$ cat src/rtl/rle_pkg.sv
// rtl/rle_pkg.sv - RLE types and default widths shared by the encoder and decoder
package rle_pkg;

  localparam int RLE_CW = 8;
  localparam int RLE_DW = 8;

  typedef struct packed {
    logic [RLE_CW-1:0] cnt;
    logic [RLE_DW-1:0] dat;
  } rle_beat_t;

  typedef enum logic {
    ST_IDLE = 1'b0,
    ST_RUN  = 1'b1
  } rle_state_t;

endpackage

$ cat src/rtl/axi4_stream_if.sv
// rtl/axi4_stream_if.sv - stream bundle; modport d receives beats, modport s sends them
interface axi4_stream_if #(
  parameter int DN = 1,
  parameter int W  = 8
) (
  input logic ACLK,
  input logic ARESETn
);

  localparam int KW = (DN * W + 7) / 8;

  logic              TVALID;
  logic              TREADY;
  logic              TLAST;
  logic [DN*W-1:0]   TDATA;
  logic [KW-1:0]     TKEEP;

  modport d (input ACLK, ARESETn, TVALID, TDATA, TKEEP, TLAST, output TREADY);
  modport s (input ACLK, ARESETn, TREADY, output TVALID, TDATA, TKEEP, TLAST);

endinterface

$ cat src/rtl/rle_dec.sv
// rtl/rle_dec.sv - run-length decoder: beat {cnt,dat} becomes cnt+1 samples of dat
// RLE_DEC_STS_EN adds the sts_smp output-sample counter; otherwise sts_smp reads 0.
module rle_dec
  import rle_pkg::*;
#(
  parameter int DN = 1,
  parameter int CW = RLE_CW,
  parameter int DW = RLE_DW
) (
  axi4_stream_if.d    sti,
  axi4_stream_if.s    sto,
  input  logic        ctl_rst,
  input  logic        cfg_ena,
  output logic        sts_bsy,
  output logic [31:0] sts_smp
);

  localparam int BW = CW + DW;

  rle_state_t    state_q, state_d;
  logic [DW-1:0] dat_q, dat_d;
  logic [CW-1:0] rem_q, rem_d;
  logic          lst_q, lst_d;

  logic [CW-1:0] in_cnt;
  logic [DW-1:0] in_dat;
  logic          in_rdy;
  logic          in_hs;
  logic          out_hs;

  assign {in_cnt, in_dat} = sti.TDATA[DN*BW-1 -: BW];

  // A new beat may load in the same cycle the final sample of the current run leaves.
  assign in_rdy  = sti.ARESETn & ((state_q == ST_IDLE) | (sto.TREADY & (rem_q == '0)));
  assign in_hs   = sti.TVALID & in_rdy;
  assign out_hs  = (state_q == ST_RUN) & sto.TREADY;

  assign sti.TREADY = in_rdy;
  assign sto.TVALID = (state_q == ST_RUN);
  assign sto.TDATA  = dat_q;
  assign sto.TLAST  = (state_q == ST_RUN) & lst_q & (rem_q == '0);
  assign sto.TKEEP  = '1;
  assign sts_bsy    = (state_q == ST_RUN);

  always_comb begin
    state_d = state_q;
    dat_d   = dat_q;
    rem_d   = rem_q;
    lst_d   = lst_q;
    if (in_hs) begin
      state_d = ST_RUN;
      dat_d   = in_dat;
      rem_d   = cfg_ena ? in_cnt : '0;
      lst_d   = sti.TLAST;
    end else if (out_hs) begin
      if (rem_q == '0) begin
        state_d = ST_IDLE;
      end else begin
        rem_d = rem_q - CW'(1);
      end
    end
  end

  always_ff @(posedge sti.ACLK) begin
    if (!sti.ARESETn || ctl_rst) begin
      state_q <= ST_IDLE;
      dat_q   <= '0;
      rem_q   <= '0;
      lst_q   <= 1'b0;
    end else begin
      state_q <= state_d;
      dat_q   <= dat_d;
      rem_q   <= rem_d;
      lst_q   <= lst_d;
    end
  end

`ifdef RLE_DEC_STS_EN
  logic [31:0] smp_q, smp_d;

  assign smp_d   = out_hs ? smp_q + 32'd1 : smp_q;
  assign sts_smp = smp_q;

  always_ff @(posedge sti.ACLK) begin
    if (!sti.ARESETn || ctl_rst) begin
      smp_q <= '0;
    end else begin
      smp_q <= smp_d;
    end
  end
`else
  assign sts_smp = '0;
`endif

endmodule

$ cat src/flat_wrapper.sv
// flat-port wrapper written by rule: the top's interface ports become plain ports
module rle_dec_flat import rle_pkg::*;
#(
  parameter int DN = 1,
  parameter int CW = RLE_CW,
  parameter int DW = RLE_DW
)
  (ctl_rst, cfg_ena, sts_bsy, sts_smp, ACLK, ARESETn, sti_TVALID, sti_TDATA, sti_TKEEP, sti_TLAST, sti_TREADY, sto_TREADY, sto_TVALID, sto_TDATA, sto_TKEEP, sto_TLAST);
  axi4_stream_if #(.DN(DN), .W(RLE_CW + RLE_DW)) sti_i (.ACLK(ACLK), .ARESETn(ARESETn));
  axi4_stream_if #(.DN(DN), .W(RLE_DW)) sto_i (.ACLK(ACLK), .ARESETn(ARESETn));
  input  logic ctl_rst;
  input  logic cfg_ena;
  output logic sts_bsy;
  output logic [31:0] sts_smp;
  input wire logic ACLK;
  input wire logic ARESETn;
  input wire logic [$bits(sti_i.TVALID)-1:0] sti_TVALID;
  input wire logic [$bits(sti_i.TDATA)-1:0] sti_TDATA;
  input wire logic [$bits(sti_i.TKEEP)-1:0] sti_TKEEP;
  input wire logic [$bits(sti_i.TLAST)-1:0] sti_TLAST;
  output wire logic [$bits(sti_i.TREADY)-1:0] sti_TREADY;
  input wire logic [$bits(sto_i.TREADY)-1:0] sto_TREADY;
  output wire logic [$bits(sto_i.TVALID)-1:0] sto_TVALID;
  output wire logic [$bits(sto_i.TDATA)-1:0] sto_TDATA;
  output wire logic [$bits(sto_i.TKEEP)-1:0] sto_TKEEP;
  output wire logic [$bits(sto_i.TLAST)-1:0] sto_TLAST;
  assign sti_i.TVALID = sti_TVALID;
  assign sti_i.TDATA = sti_TDATA;
  assign sti_i.TKEEP = sti_TKEEP;
  assign sti_i.TLAST = sti_TLAST;
  assign sti_TREADY = sti_i.TREADY;
  assign sto_i.TREADY = sto_TREADY;
  assign sto_TVALID = sto_i.TVALID;
  assign sto_TDATA = sto_i.TDATA;
  assign sto_TKEEP = sto_i.TKEEP;
  assign sto_TLAST = sto_i.TLAST;
  rle_dec #(.DN(DN), .CW(CW), .DW(DW)) u_core (.sti(sti_i), .sto(sto_i), .ctl_rst(ctl_rst), .cfg_ena(cfg_ena), .sts_bsy(sts_bsy), .sts_smp(sts_smp));
endmodule
$ cat config.mk
export PLATFORM = sky130hd
export DESIGN_NAME = rle_dec_flat
export DESIGN_NICKNAME = d
export VERILOG_FILES = /design/src/rtl/rle_pkg.sv /design/src/rtl/axi4_stream_if.sv /design/src/rtl/rle_dec.sv /design/src/flat_wrapper.sv
export SDC_FILE = /design/constraint.sdc
export NUM_CORES = 1
export LEC_CHECK = 0
export CAP_MARGIN = 10
export CORE_ASPECT_RATIO = 2
export CORE_MARGIN = 2
export CORE_UTILIZATION = 38
export DETAILED_ROUTE_END_ITERATION = 7
export PLACE_DENSITY = 0.8
export SYNTH_ARGS = -nofsm -noshare
export SYNTH_HDL_FRONTEND = slang
export SYNTH_SLANG_ARGS = --single-unit
export TNS_END_PERCENT = 1
$ cat constraint.sdc
create_clock -name ACLK -period 2 [get_ports ACLK]
set_input_delay 0.4 -clock ACLK [delete_from_list [all_inputs] [get_ports ACLK]]
set_output_delay 0.4 -clock ACLK [all_outputs]
set_load 0.1 [all_outputs]
**Yosys cells after proc, flatten, opt, wreduce, memory -nomap -nowiden**

Cells that the tools add are included.

- Eq/ne operators: 1
- Bitwise gates (word level): 8
- Muxes and demuxes: 7
- Reduce and logical (&&, ||, !) cells: 7
- $add $sub $neg: 1

Operator list:

| operator | number |
|---|---|
| $mux W8 | 4 |
| $logic_not A8 Y1 | 1 |
| $sub A8 B1 Y8 const B | 1 |
| $and A1 B1 Y1 | 6 |
| $reduce_and A2 Y1 | 2 |
| $reduce_bool A2 Y1 | 2 |
| $mux W1 | 3 |
| $ne A2 B1 Y1 const B | 1 |
| $logic_not A1 Y1 | 1 |
| $logic_or A1 B1 Y1 | 1 |
| $not A1 Y1 | 1 |
| $or A1 B1 Y1 | 1 |

- Logic and storage cells: 28
- Input port bits: 25
- Output and inout bits: 45
- Register bits: 18

**Depth between registers and ports, before layout**

- Word-level depth: 7
- Gate-level depth with buffers: 7
- Depth with buffers taken out: 6

**Worst setup path before layout**

OpenSTA, ideal clock, no wires.

- Path kind: register to output
- Start: register u_core.rem_q[0]
- End: output port sti_TREADY
- Cell stages (with the launch flop): 6
- Data required time: 1.600 ns
- Slack: -0.905 ns
- Arrival time: 2.505 ns
- Path buffers: 0
- Cell sequence: dfxtp_1 -> inv_1 -> ha_1 -> nor3b_1 -> a31oi_1 -> nor2b_1

- Longest elaborated chain between the ends: 4

RTL lines:

| what | RTL line | text |
|---|---|---|
| start: declaration | rle_dec.sv:22 | `logic [CW-1:0] rem_q, rem_d;` |
| start signal: assignment | rle_dec.sv:73 | `rem_q <= rem_d;` |
| $logic_not A8 Y1 | rle_dec.sv:34 | `assign in_rdy = sti.ARESETn & ((state_q == ST_IDLE) \| (sto.TREADY & (rem_q == '0)));` |
| $and A1 B1 Y1 | rle_dec.sv:34 |  |
| $or A1 B1 Y1 | rle_dec.sv:34 |  |
| $and A1 B1 Y1 | rle_dec.sv:34 |  |
| end: declaration | flat_wrapper.sv:21 | `output wire logic [$bits(sti_i.TREADY)-1:0] sti_TREADY;` |

Every way passes these cells.

**Final worst setup path**

Same ends and word-level chain as after synthesis.

==> impl_metrics.csv <==
group,metric,value,unit
pwr,p_clk_share,24.1,%
synth,syn_area_per_cell,7.89,um^2
sta,drv_slew,0,
detailed_routing,ant_nets,0,
place,numPortBuffers,34,
floorplanning,coreArea,3120,um^2
setup_path,startpoint_type,"flop",
layout,antenna_cells,0,
layout,multi_input_area,736,um^2
global_route,grt_pass1_vias,1196,
floorplanning,die_w,44.3,um
synth,ys_ff_latch,18,
setup_path,critPathCaptureType,"output pin",
pwr,max-vdd-ir-drop,0.573,mV
synth,synth.mux.area_fraction,0,%
layout,stdcell_area,1740,um^2
pwr,p_seq_share,31.3,%
global_route,antenna_found_initial,0,
synth,synth_flop_cell,"dfxtp_1",
synth,synth_most_common_cell,"buf_4",
synth,synth.cell_area,1230,um^2
detailed_routing,via_per_inst,5.10,
pwr,switching_power,551,uW
sta,period_needed,1.96,ns
layout,seqCellArea,364,um^2
place,dp_hpwl,2.43,mm
layout,nNetsFinal,238,
clock_tree,cts_tree,"done",
min_path,hold_path.class,"flop to flop",
layout,drive_above_1_share,27.5,%
detailed_routing,drt_iter0_markers,23,
floorplanning,num_rows,29,
pwr,combPwrFrac,44.6,%
synth,synth_top_area_share,29.3,%
setup_path,crit_required,1.60,ns
synth,synthCells,156,
clock_tree,clk_latency,0.25,ns
place,routabilityCongestion,0.825,
setup_path,crit_fanout,4,
detailed_routing,wl,3.11,mm
synth,synth-simple-area-share,24.2,%
detailed_routing,drt-pass1-iter-count,4,
floorplanning,pin_count,70,
outcome,outcome,"complete, no violations",
synth,yosysTopAreaCell,"dfxtp_1",
detailed_routing,wl_per_cell,12.9,um
floorplanning,fp.dieH,84.5,um
global_route,grt_pass1_wl,5.14,mm
place,place_area,1600,um^2
detailed_routing,route.vias.total,1233,
synth,ys_warn_count,0,
setup_path,crit_type,"flop to output pin",
sta,fmax,0.510,GHz
run,maxCapViolCount,0,
sta,fin_skew,0.00617,ns
pwr,leakagePower,0.000723,uW
synth,synth_xor_area_share,0.711,%
layout,nFillCells,295,
clock_tree,cts_sinks,18,
clock_tree,hold_buffers,0,
pwr,swShare,45.1,%
synth,synth_adder_area_share,1.02,%
setup_path,cp.arrival,1.56,ns
global_route,grt_max_degree,13,
floorplanning,initial_core_util,39.5,%
sta,hold_violations,0,
clock_tree,root_buffer,"clkbuf_8",
clock_tree,cts_buffers,3,
synth,synth_edf_count,0,
synth,synth_top_family_by_area,"buffers and inverters",
sta,final.period_utilization,98.0,%
pwr,p_int,669,uW
synth,yosys-top-cells-area,"dfxtp_1 29%, buf_4 21%, nand2_1 7.6%",
synth,synth_compound_area_share,19.8,%
floorplanning,dieArea,3740,um^2
pwr,power,1220,uW
clock_tree,h-tree-depth,1,
synth,synthArstFlopShare,0,%
sta,setup_violations,0,
global_route,grt.total_usage,17.5,%
global_route,grt-ovfl-total,0,
layout,areaGrowthSynthToFinish,41.3,%
synth,ys_seq_area_share,29.3,%
synth,synth_cell_types,39,
pwr,powerDensity,702,nW/um^2
synth,synth.top_cells.by_count,"35 x buf_4, 25 x nand2_1, 18 x dfxtp_1",
sta,grt_setup_unrepaired,"true",
clock_tree,ctsLongestPathBuffers,2,
clock_tree,path_clk_slew,0.07,ns
detailed_routing,post-route-drc-count,0,
==> power groups by stage <==
stage          registers, uW  clock network [uW]  logic (uW)
6_report                 381                 295         544
3_5_place_dp             389                   0         525
5_1_grt                  383                 323         569
2_1_floorplan            426                   0         425
4_1_cts                  381                 300         537
3_3_place_gp             388                   0         523
==> cells by family (layout without fill, tap and decap cells) <==
kind of cell | after synthesis | in the layout
AO/OA/AOI/OAI | 34 | 34
XOR/XNOR | 1 | 1
adder cells (fa/ha/maj) | 1 | 1
buffers and inverters | 44 | 68
flip-flops | 18 | 18
other | 2 | 33
AND/OR/NAND/NOR | 56 | 56
==> critical path, cell delays in order, from the launching register on <==
cell and delay, ns:
dfxtp_2 0.33, inv_2 0.08, ha_4 0.13, nor3b_4 0.30
a31oi_4 0.15, nor2b_4 0.15, buf_12 0.18
==> layer usage <==
| layer | wire, um | GRT usage (%) | vias up |
|---|---|---|---|
| li1 | - | - | 588 |
| met1 | 1110 | 18.6 | 567 |
| met2 | 1700 | 31.0 | 68 |
| met3 | 202 | 2.15 | 10 |
| met4 | 107 | 10.2 | 0 |
| met5 | 0 | 0 | - |
==> area by class of cell <==
type / instances / share of cell area [%]
multi-input combinational: 125 / 42.3
tap: 31 / 2.23
clock buffer: 4 / 3.17
sequential: 18 / 20.9
inverter: 4 / 0.863
timing repair buffer: 60 / 30.5
==> placed cells by master, fill, tap and decap left out, drive strengths merged, types with 2 or more instances in the layout <==
master,synthesis,final
a21oi,15,15
a31oi,4,4
a32oi,2,2
buf,38,38
clkbuf,2,4
clkdlybuf4s50,0,22
conb,2,33
dfxtp,18,18
inv,4,4
nand2,25,25
nand2b,3,3
nand3,4,4
nand3b,3,3
nor2,3,3
nor2b,2,2
nor3,3,3
nor3b,3,3
nor4,2,2
o21ai,2,2
o311ai,2,2
or3,3,3
==> final timing paths <==
check | startpoint | endpoint | slack [ns] | cells past startpoint
min reg2reg | u_core.sto.TDATA[6] | u_core.sto.TDATA[6] | 0.45 | 2
max | u_core.rem_q[0] | sti_TREADY | 0.04 | 6
max reg2reg | u_core.rem_q[3] | u_core.sto.TDATA[5] | 0.19 | 5
min | u_core.sto.TDATA[6] | u_core.sto.TDATA[6] | 0.45 | 2
==> stage by stage <==
step                      utilization (%)  setup TNS (ns)  hold WS, ns  instances  worst slack, ns
after floorplan                         -               0        0.428        187           0.0169
after global placement               51.3          -0.557        0.437        232          -0.0698
after detailed placement             51.3          -0.812        0.444        232           -0.103
after CTS                            54.5               0        0.454        238        0.0000616
after global routing                 55.7         -0.0485        0.475        242          -0.0403
final                                55.7               0        0.453        242           0.0396
==> state kept, by name (all words and copies together), names as in the netlist <==
register,cells
u_core.rem_q,8
u_core.sto.TDATA,8
u_core.lst_q,1
u_core.sto.TVALID,1
==> repair_timing <==
item                                    CTS  global route
gates resized for setup                   8             2
endpoints found under the setup margin    2             2
pin swaps                                 1             2
setup buffers                             2             4
No activity file was read; power rests on OpenSTA's default activity.
